## src/rtl/sram_tile_streamer.sv

```systemverilog
// Tile read sequencer: walks K then row on a 1-cycle SRAM port into a credit FIFO.
// Optional TILE_STREAMER_ZERO_PAD_EN pads every row out to KMAX zero elements.
module sram_tile_streamer #(
   parameter int M          = 8,
   parameter int KMAX       = 8,
   parameter int DATA_W     = 32,
   parameter int FIFO_DEPTH = 4,
   localparam int ROW_W = (M <= 1) ? 1 : $clog2(M),
   localparam int K_W   = (KMAX <= 1) ? 1 : $clog2(KMAX)
) (
   input  logic                  clk,
   input  logic                  rst,
   input  logic                  cmd_valid,
   output logic                  cmd_ready,
   input  logic [ROW_W-1:0]      cmd_row_base,
   input  logic [ROW_W:0]        cmd_rows,
   input  logic [K_W:0]          cmd_k_len,
   output logic                  m_en,
   output logic                  m_re,
   output logic                  m_we,
   output logic [ROW_W-1:0]      m_row,
   output logic [K_W-1:0]        m_k,
   output logic [DATA_W-1:0]     m_wdata,
   output logic [DATA_W/8-1:0]   m_wmask,
   input  logic [DATA_W-1:0]     m_rdata,
   input  logic                  m_rvalid,
   output logic                  out_valid,
   input  logic                  out_ready,
   output logic [DATA_W-1:0]     out_data,
   output logic [ROW_W-1:0]      out_row,
   output logic [K_W-1:0]        out_k,
   output logic                  out_last_k,
   output logic                  out_last,
   output logic                  done
);

   localparam int PW = $clog2(FIFO_DEPTH);
   localparam int CW = $clog2(FIFO_DEPTH + 1);

   typedef enum logic [1:0] {S_IDLE, S_ISSUE, S_DRAIN} state_t;

   state_t              r_state, w_next;
   logic [ROW_W-1:0]    r_base;
   logic [ROW_W:0]      r_rows, r_rcnt;
   logic [K_W:0]        r_klen, r_kcnt;
   logic                r_inflight;
   logic [ROW_W-1:0]    r_tag_row;
   logic [K_W-1:0]      r_tag_k;
   logic                r_tag_lk, r_tag_l;

   logic [DATA_W-1:0]   r_fd  [FIFO_DEPTH];
   logic [ROW_W-1:0]    r_fr  [FIFO_DEPTH];
   logic [K_W-1:0]      r_fk  [FIFO_DEPTH];
   logic                r_flk [FIFO_DEPTH];
   logic                r_fl  [FIFO_DEPTH];
   logic [PW-1:0]       r_wp, r_rp;
   logic [CW-1:0]       r_count;

   logic [ROW_W:0]      w_row_sum;
   logic [ROW_W-1:0]    w_row;
   logic                w_credit, w_pad_col, w_k_last, w_r_last;
   logic                w_issue, w_pad, w_step;
   logic                w_push_rd, w_push, w_pop, w_empty;

   assign w_row_sum = {1'b0, r_base} + r_rcnt;
   assign w_row     = (w_row_sum >= (ROW_W+1)'(M)) ?
                      ROW_W'(w_row_sum - (ROW_W+1)'(M)) :
                      w_row_sum[ROW_W-1:0];
   assign w_credit  = ({1'b0, r_count} + (CW+1)'(r_inflight))
                      < (CW+1)'(FIFO_DEPTH);
   assign w_r_last  = (r_rcnt == r_rows - (ROW_W+1)'(1));

`ifdef TILE_STREAMER_ZERO_PAD_EN
   // Pad columns wait for the in-flight read so FIFO order matches k order
   assign w_pad_col = (r_kcnt >= r_klen);
   assign w_k_last  = (r_kcnt == (K_W+1)'(KMAX - 1));
   assign w_pad     = (r_state == S_ISSUE) && w_pad_col && w_credit
                      && !r_inflight && !rst;
`else
   assign w_pad_col = 1'b0;
   assign w_k_last  = (r_kcnt == r_klen - (K_W+1)'(1));
   assign w_pad     = 1'b0;
`endif

   assign w_issue   = (r_state == S_ISSUE) && !w_pad_col && w_credit && !rst;
   assign w_step    = w_issue | w_pad;
   assign w_push_rd = m_rvalid && r_inflight;
   assign w_push    = w_push_rd | w_pad;
   assign w_empty   = (r_count == '0);
   assign w_pop     = out_valid && out_ready;

   always_ff @(posedge clk) begin
      if (rst) r_state <= S_IDLE;
      else     r_state <= w_next;
   end

   always_comb begin
      w_next    = r_state;
      cmd_ready = 1'b0;
      done      = 1'b0;
      unique case (r_state)
         S_IDLE: begin
            cmd_ready = !rst;
            if (cmd_valid && !rst)
               w_next = (cmd_rows == '0 || cmd_k_len == '0) ? S_DRAIN : S_ISSUE;
         end
         S_ISSUE: begin
            if (w_step && w_k_last && w_r_last) w_next = S_DRAIN;
         end
         S_DRAIN: begin
            if (!r_inflight && w_empty) begin
               done   = !rst;
               w_next = S_IDLE;
            end
         end
         default: w_next = S_IDLE;
      endcase
   end

   always_ff @(posedge clk) begin
      if (rst) begin
         r_base     <= '0;
         r_rows     <= '0;
         r_klen     <= '0;
         r_rcnt     <= '0;
         r_kcnt     <= '0;
         r_inflight <= 1'b0;
         r_tag_row  <= '0;
         r_tag_k    <= '0;
         r_tag_lk   <= 1'b0;
         r_tag_l    <= 1'b0;
      end else begin
         if (cmd_valid && cmd_ready) begin
            r_base <= cmd_row_base;
            r_rows <= cmd_rows;
            r_klen <= cmd_k_len;
            r_rcnt <= '0;
            r_kcnt <= '0;
         end else if (w_step) begin
            if (w_k_last) begin
               r_kcnt <= '0;
               r_rcnt <= r_rcnt + (ROW_W+1)'(1);
            end else begin
               r_kcnt <= r_kcnt + (K_W+1)'(1);
            end
         end
         if (w_issue)        r_inflight <= 1'b1;
         else if (w_push_rd) r_inflight <= 1'b0;
         if (w_issue) begin
            r_tag_row <= w_row;
            r_tag_k   <= r_kcnt[K_W-1:0];
            r_tag_lk  <= w_k_last;
            r_tag_l   <= w_k_last && w_r_last;
         end
      end
   end

   always_ff @(posedge clk) begin
      if (w_push) begin
         r_fd[r_wp]  <= w_pad ? '0 : m_rdata;
         r_fr[r_wp]  <= w_pad ? w_row : r_tag_row;
         r_fk[r_wp]  <= w_pad ? r_kcnt[K_W-1:0] : r_tag_k;
         r_flk[r_wp] <= w_pad ? w_k_last : r_tag_lk;
         r_fl[r_wp]  <= w_pad ? (w_k_last && w_r_last) : r_tag_l;
      end
   end

   always_ff @(posedge clk) begin
      if (rst) begin
         r_wp    <= '0;
         r_rp    <= '0;
         r_count <= '0;
      end else begin
         if (w_push)
            r_wp <= (r_wp == PW'(FIFO_DEPTH - 1)) ? '0 : r_wp + PW'(1);
         if (w_pop)
            r_rp <= (r_rp == PW'(FIFO_DEPTH - 1)) ? '0 : r_rp + PW'(1);
         case ({w_push, w_pop})
            2'b10:   r_count <= r_count + CW'(1);
            2'b01:   r_count <= r_count - CW'(1);
            default: r_count <= r_count;
         endcase
      end
   end

   assign m_en    = w_issue;
   assign m_re    = w_issue;
   assign m_we    = 1'b0;
   assign m_row   = w_issue ? w_row : '0;
   assign m_k     = w_issue ? r_kcnt[K_W-1:0] : '0;
   assign m_wdata = '0;
   assign m_wmask = '0;

   assign out_valid  = !w_empty && !rst;
   assign out_data   = out_valid ? r_fd[r_rp]  : '0;
   assign out_row    = out_valid ? r_fr[r_rp]  : '0;
   assign out_k      = out_valid ? r_fk[r_rp]  : '0;
   assign out_last_k = out_valid ? r_flk[r_rp] : 1'b0;
   assign out_last   = out_valid ? r_fl[r_rp]  : 1'b0;

endmodule

```

## config.mk

```make
export PLATFORM = sky130hd
export DESIGN_NAME = sram_tile_streamer
export DESIGN_NICKNAME = d
export VERILOG_FILES = /design/src/rtl/sram_tile_streamer.sv
export SDC_FILE = /design/constraint.sdc
export NUM_CORES = 1
export LEC_CHECK = 0
export CORE_MARGIN = 5
export CORE_UTILIZATION = 55
export CTS_BUF_LIST = sky130_fd_sc_hd__clkbuf_4
export DETAILED_ROUTE_END_ITERATION = 7
export PLACE_DENSITY = 0.85
export SYNTH_ARGS = -nofsm -noshare
export SYNTH_HDL_FRONTEND = slang
export SYNTH_SLANG_ARGS = --single-unit
```

## constraint.sdc

```tcl
create_clock -name clk -period 2.3 [get_ports clk]
set_input_delay 0.345 -clock clk [delete_from_list [all_inputs] [get_ports clk]]
set_output_delay 0.345 -clock clk [all_outputs]
set_load 0.01 [all_outputs]
```

Yosys cells after proc, flatten, opt, wreduce, memory -nomap -nowiden
Memory sizes are Yosys's and may differ from the RTL's. A register that Yosys moved wholly into a read port is not among the register bits.
Cells that the tools add are included.
- equal/unequal tests: 11
- add/sub/neg operators: 11
- reduce and logical (&&, ||, !) cells: 24
- order comparisons: 2
- muxes and demuxes: 34
- operators with widths (kind ; number):
    2-bit two-way mux ; 16
    32-bit two-way mux ; 1
    3-bit two-way mux ; 5
    1-bit logical AND ; 11
    1-bit two-way mux ; 9
    4-bit by 1-bit adder with 4-bit output, second input constant ; 2
    2-bit equality test, second input constant ; 4
    4-bit equality test ; 2
    4-bit logical NOT ; 2
    4-bit by 1-bit subtractor with 4-bit output, second input constant ; 2
    2-bit one-hot mux with 3 select lines ; 1
    3-bit one-hot mux with 2 select lines ; 1
    3-bit by 1-bit subtractor with 3-bit output, second input constant ; 2
    2-bit by 1-bit adder with 2-bit output, second input constant ; 2
    3-bit by 1-bit adder with 4-bit output ; 1
    3-bit by 4-bit adder with 4-bit output ; 1
    2-bit by 1-bit equality test with 1-bit output, second input constant ; 2
    4-bit >= comparator, second input constant ; 1
    4-bit by 3-bit less-than comparator with 1-bit output, second input constant ; 1
    4-bit two-way mux ; 1
    2-bit inequality test, second input constant ; 2
    2-bit nonzero test ; 2
    3-bit by 1-bit adder with 3-bit output, second input constant ; 1
    1-bit logical NOT ; 3
    7 further kinds ; 7
- memories kept: 5
- memory bits (writable): 160
- register bits: 37
- word-level logic and storage cells: 101
- input port bits: 48
- memories (memory ; words ; bits a word ; rd ports ; clocked after Yosys merged registers in ; write ports ; RTL line ; RTL):
    r_fd ; 4 ; 32 ; 1 ; 1 ; 1 ; 51 ; logic [DATA_W-1:0] r_fd [FIFO_DEPTH];
    r_fk ; 4 ; 3 ; 1 ; 1 ; 1 ; 53 ; logic [K_W-1:0] r_fk [FIFO_DEPTH];
    r_fr ; 4 ; 3 ; 1 ; 1 ; 1 ; 52 ; logic [ROW_W-1:0] r_fr [FIFO_DEPTH];
    r_fl ; 4 ; 1 ; 1 ; 1 ; 1 ; 55 ; logic r_fl [FIFO_DEPTH];
    r_flk ; 4 ; 1 ; 1 ; 1 ; 1 ; 54 ; logic r_flk [FIFO_DEPTH];

Depth between registers and ports, before layout
- depth in word-level cells: 8
- gate-level depth with buffers: 10

Least setup slack after synthesis
No wires, ideal clock.
- path type: input to register
- from: in rst
- to: reg r_count[2]
- stages on the path: 10
- arrival time: 2.064 ns
- data required time: 2.230 ns
- setup slack: 0.165 ns
- setup time: 0.070 ns
- cells stage by stage: clkbuf_1 nor2_1 nand2_1 inv_1 ha_1 inv_1 fa_1 xor2_1 or3_1 a21oi_1
- word-level cells in the longest chain between the ends: 5
- elaborated cells on any way between the ends: 7
- classes of those cells: 2 x eq/ne; 1 x mux; 4 x reduce/logical
- RTL lines (item ; RTL line ; RTL):
    start: declaration ; 12 ; input logic rst,
    1-bit logical NOT * ; 194 ; assign out_valid = !w_empty && !rst;
    1-bit logical AND * ; 194 ;
    1-bit logical AND * ; 90 ; assign w_pop = out_valid && out_ready;
    via w_pop ; 63 ; logic w_push_rd, w_push, w_pop, w_empty;
    2-bit by 1-bit equality test with 1-bit output or 2-bit equality test (tied branches) ; 178 ; case ({w_push, w_pop})
    3-bit one-hot mux with 2 select lines or 2-bit nonzero test (tied branches) ; -- ;
    end signal: assignment ; 179 ; 2'b10: r_count <= r_count + CW'(1);
    end signal: assignment ; 180 ; 2'b01: r_count <= r_count - CW'(1);
    end signal: assignment ; 181 ; default: r_count <= r_count;
    end: declaration ; 57 ; logic [CW-1:0] r_count;
Mark *: on every way through the listed nets, which the timed path passes. The rest lies on a longest branch.
A chain may end at the register's enable or synchronous reset.

Final worst setup path
- from: reg r_base[0]
- to: out m_row[2]
- word-level cells in the longest chain between the ends: 4
- elaborated cells on any way between the ends: 5
- classes of those cells: 2 x add/sub; 1 x order compare; 2 x mux
- RTL lines (item ; RTL line ; RTL):
    start: declaration ; 43 ; logic [ROW_W-1:0] r_base;
    start signal: assignment ; 134 ; r_base <= cmd_row_base;
    3-bit by 4-bit adder with 4-bit output * ; 65 ; assign w_row_sum = {1'b0, r_base} + r_rcnt;
    4-bit >= comparator or 3-bit by 1-bit subtractor with 3-bit output (tied branches) ; 66, 67 ;
    3-bit two-way mux * ; 66 ; assign w_row = (w_row_sum >= (ROW_W+1)'(M)) ?
    3-bit two-way mux * ; 189 ; assign m_row = w_issue ? w_row : '0;
    end: declaration ; 21 ; output logic [ROW_W-1:0] m_row,
Mark *: on every way between the ends. The rest lies on a longest branch, timed or not.

==> out/results.env <==
WORST_PIN_SLEW_NS=0.587
CLOCK_SINK_COUNT=199
CLKTRANSATPATHREGS_NS=0.16
YS.WARNINGS.COUNT=0
MAXCAPVIOLATIONS=0
CRITICAL_PATH.STARTPOINT='r_base[0]$_SDFFE_PP0P_'
TIMING.FINAL.HOLD_VIOLATIONS=0
WORSTPATHMAXFANOUT=2
WORST_SUPPLY_VOLTAGE_DROP_ON_VDD_mV=0.309
ANTENNA_FOUND_INITIAL=0
DIE_WIDTH_UM=132
CP-ENDPOINT='m_row[2]'
DETAILED_ROUTE_VIAS_PER_INSTANCE=5.42
NUM_VIAS=4598
DETAILEDROUTE.FIRSTPASSITERATIONCOUNT=4
DRV_SLEW=0
SETUP-VIOLATIONS-FINAL=41
SYN_TO_FINAL_GROWTH_PCT=23.2
STARTING_DENSITY_OF_THE_CORE_PCT=56.5
DRC=0
CTS_TREE='done'
RATIO_OF_CELLS_WITH_DRIVE_ABOVE_1_IN_THE_FINAL_LAYOUT_PCT=32.2
GPL.FINAL_WEIGHTED_CONGESTION=0.796
FINALNONFILLERCELLS=849
CRITICAL_PATH_CELL_COUNT=6
SYNTH_TOP_AREA_SHARE_PCT=58.3
PLACEMENT.IO_BUFFERS=98
ARRIVAL_NS=2.05
STATUS='complete, but fails checks'
MAX_SLEW_MARGIN_PCT=60.6
WORST-SETUP-PATH-TYPE='reg2out'
SYNTH.LARGEST_AREA_CELL='sky130_fd_sc_hd__edfxtp_1'
CLOCK.FMAX_MHz=417
CP_DATA_REQUIRED_TIME_NS=1.96
NUMBER_OF_GLOBAL_ROUTE_VIAS_BEFORE_REPAIR=4871
POST_SYNTH_INSTANCE_AREA_UM2=8240
RR_STARTPOINT='r_count[1]$_SDFFE_PP0P_'
DIE_HEIGHT_UM=132
WORST_HOLD_SLACK_NS=0.299
NUMBER_OF_SYNTHESIZED_REGISTER_BITS=199
MAXIMUM_NUMBER_OF_PINS_ON_ONE_NET_BEFORE_GLOBAL_ROUTE_REPAIR=26
SYNTH_CELL_TYPES=43
TIMING.FINAL.CRIT_PERIOD_NS=2.40
FAILING_CHECKS='setup timing'
GRT.TOTAL_USAGE_PCT=19.3
CELLLEAKAGEPOWER_uW=0.00365
LAYOUT_WORST_PATH_CYCLE_SHARE_PCT=104
FLOORPLAN.IO_PINS=136
SLOWEST_STAGE_CELL_CRIT_PATH='sky130_fd_sc_hd__dfxtp_2'
CPPEAKSTAGEDELAY_NS=0.37
GRT_FIRST_PASS_WIRELENGTH_MM=26.3
YOSYSSEQAREASHARE_PCT=67.8
GLOBALROUTE.TOTALOVERFLOW=0
YS_TOP_CELLS_BY_AREA='sky130_fd_sc_hd__edfxtp_1 58%, sky130_fd_sc_hd__mux4_2 11%, sky130_fd_sc_hd__dfxtp_1 9.5%'
CTSHTREEMAXLEVEL=4
FILLERINSTANCES=934
CRIT_BUF_INV=1
TIMING.FINAL.WS_SETUP_NS=-0.0975
CTS_ROOT_BUF='sky130_fd_sc_hd__clkbuf_4'
DESIGN.CORE.AREA_UM2=14600
CLOCK_LATENCY_NS=0.58
NETLIST_INSTANCES=517
FF2FF_PATH_DEPTH=11
REGTOREGENDPOINT='r_count[2]$_SDFFE_PP0P_'
ROUTED_ANTENNA_NETS=0
CTS_BUFFER_DEPTH=2
CTS_INSERTED_BUFFERS=17
SETUP_SKEW_NS=0.0229
MIN-DELAY-PATH-CLASS='in2reg'
POWER-PER-CELL-AREA_nW_PER_UM2=661
ROW_COUNT=44
DIE_AREA_UM2=17500
DP_HPWL_MM=10.8
ROUTED_WL_MM=16.6
DRT-WIRELENGTH-PER-CELL_UM=19.5
SYN_AVG_CELL_AREA_UM2=15.9
GRT_SETUP_UNREPAIRED='true'
PLACE_INST=809
ANTENNA_CELLS_INSERTED=0
CRITPATHTOPFAMILY='adder cells'
DRT_ITER0_DRC=318
FINAL_NETS=713
SETUP.WORST_PATH.END_CLASS='output pin'
WORST-R2R-SETUP-SLACK_NS=0.21
CP_CELL_SEQUENCE='ha_4 -> fa_2 -> xor2_2 -> xnor2_1 -> nor2_2 -> buf_2'
CP-START-KIND='flip-flop'
## registers in the layout, indices dropped and copies added (netlist names), named ones only
signal,cells
r_tag_k,3
r_rcnt,4
r_flk,4
r_inflight,1
r_fr,12
r_tag_lk,1
r_state,2
r_kcnt,4
r_klen,4
r_wp,2
r_count,3
r_fk,12
r_tag_l,1
r_rows,4
r_fl,4
r_rp,2
r_tag_row,3
r_fd,128
r_base,3
## synthesized netlist by cell type, drive strengths merged
master    n
o21ai     9
or2       1
or4       1
clkbuf   16
nand2    32
inv      17
a21oi    16
or3       2
nor2     15
a311oi    1
xnor3     1
o21a      1
xor2      8
nand2b    8
nand3b    2
nor4b     1
xnor2    11
and3      4
buf      44
a31oi     1
and2     41
fa        2
nor2b     1
o211ai    1
conb      1
edfxtp  160
o31ai     5
nor3      9
nor4      6
nand4     1
ha       11
dfxtp    39
mux2i     1
clkinv    1
mux4     40
nand3     7
## metrics by stage
step / power, uW / setup TNS, ns / setup WS [ns] / utilization [%] / cell area, um^2
after floorplan: 4390 / 0 / 0.165 / - / 8370
after global placement: 4580 / -2.43 / -0.0668 / 65.9 / 9610
after detailed placement: 4600 / -2.70 / -0.120 / 65.9 / 9610
after CTS: 6740 / -5.27 / -0.179 / 69.4 / 10100
after global routing: 6950 / -6.18 / -0.201 / 69.6 / 10200
final: 6720 / -1.91 / -0.0975 / 69.6 / 10200
## where the power goes
group | switching [uW] | internal [uW] | leakage (uW)
registers | 40.3 | 3930 | 0.00178
logic | 294 | 300 | 0.00169
clock network | 1160 | 995 | 0.000183
total | 1490 | 5220 | 0.00365
## area by class of cell
class	count	area (um^2)	area share [%]
inverters	18	72.6	0.715
flip-flops and latches	199	5610	55.2
clock inverters	14	223	2.19
well taps	184	230	2.27
clock buffers	18	135	1.33
multi-input cells	276	2470	24.3
repair buffers	140	1420	13.9
## cells in the final DEF (no fill, tap or decap), types with 2 or more instances in the layout
cell type,Yosys,layout
sky130_fd_sc_hd__dfxtp_4,0,4
sky130_fd_sc_hd__buf_2,5,20
sky130_fd_sc_hd__o31ai_1,5,5
sky130_fd_sc_hd__clkinvlp_4,0,2
sky130_fd_sc_hd__xor2_2,1,2
sky130_fd_sc_hd__o21ai_0,9,9
sky130_fd_sc_hd__nor2_1,15,13
sky130_fd_sc_hd__nand3_1,5,5
sky130_fd_sc_hd__nand3b_1,2,2
sky130_fd_sc_hd__clkinv_4,0,5
sky130_fd_sc_hd__edfxtp_1,160,160
sky130_fd_sc_hd__xnor2_1,11,11
sky130_fd_sc_hd__dfxtp_2,0,6
sky130_fd_sc_hd__clkbuf_4,0,18
sky130_fd_sc_hd__a21oi_1,16,16
sky130_fd_sc_hd__and3_2,0,4
sky130_fd_sc_hd__buf_4,38,24
sky130_fd_sc_hd__nand2b_1,8,8
sky130_fd_sc_hd__conb_1,1,37
sky130_fd_sc_hd__dlygate4sd2_1,0,7
sky130_fd_sc_hd__xor2_1,7,6
sky130_fd_sc_hd__or3_1,2,2
sky130_fd_sc_hd__bufinv_16,0,5
sky130_fd_sc_hd__inv_6,0,2
sky130_fd_sc_hd__nor4_1,5,5
sky130_fd_sc_hd__nor2_2,0,2
sky130_fd_sc_hd__and2_4,0,22
sky130_fd_sc_hd__and2_1,41,19
sky130_fd_sc_hd__ha_1,11,10
sky130_fd_sc_hd__clkdlybuf4s50_1,0,47
sky130_fd_sc_hd__mux4_2,40,40
sky130_fd_sc_hd__buf_12,0,13
sky130_fd_sc_hd__dfxtp_1,39,29
sky130_fd_sc_hd__inv_1,17,16
sky130_fd_sc_hd__buf_8,0,4
sky130_fd_sc_hd__nor3_1,8,7
sky130_fd_sc_hd__buf_6,0,24
sky130_fd_sc_hd__nand2_2,0,2
sky130_fd_sc_hd__nand2_1,32,29
## how the worst min path moves through the flow
stage | from | endpoint | slack (ns) | cells past startpoint
floorplan | m_rdata[0] | r_fd[0][0]$_DFFE_PP_ | 0.44 | 0
global placement | r_tag_k[2]$_SDFFE_PP0P_ | r_fk[3][2]$_DFFE_PP_ | 0.47 | 0
detailed placement | r_base[2]$_SDFFE_PP0P_ | r_base[2]$_SDFFE_PP0P_ | 0.48 | 2
CTS | cmd_row_base[2] | r_base[2]$_SDFFE_PP0P_ | 0.25 | 3
global route | cmd_row_base[0] | r_base[0]$_SDFFE_PP0P_ | 0.28 | 3
finish | cmd_row_base[2] | r_base[2]$_SDFFE_PP0P_ | 0.30 | 3
## cell families after synthesis
logic type                 synth area share [%]
other                                    0.0455
AOI/OAI and AO/OA                          2.41
buffers and inverters                      5.36
adders and majority gates                  2.16
xor gates and xnor gates                   2.40
and+or+nand+nor                            8.78
muxes                                      11.1
DFF                                        67.8
## layer usage
| metal | vias to the layer above | track usage [%] | part of all wire [%] |
|---|---|---|---|
| li1 | 2110 | - | - |
| met4 | 0 | 5.77 | 1.8 |
| met2 | 164 | 33.6 | 53 |
| met3 | 26 | 5.19 | 5.9 |
| met5 | - | 0 | 0 |
| met1 | 2298 | 23.6 | 39 |
## timing repair
item                       CTS  global route
buffers inserted             8             1
resized for setup          235            36
gates cloned                 4             0
hold buffers                 0             0
pin swaps                   42             4
setup endpoints to repair   50            47
## tightest hold or removal path, cell delays in order
cell and delay, ns:
sky130_fd_sc_hd__clkdlybuf4s50_1 0.40, sky130_fd_sc_hd__nand2_1 0.05, sky130_fd_sc_hd__o21ai_0 0.06
Power figures use the tool's default switching activity.
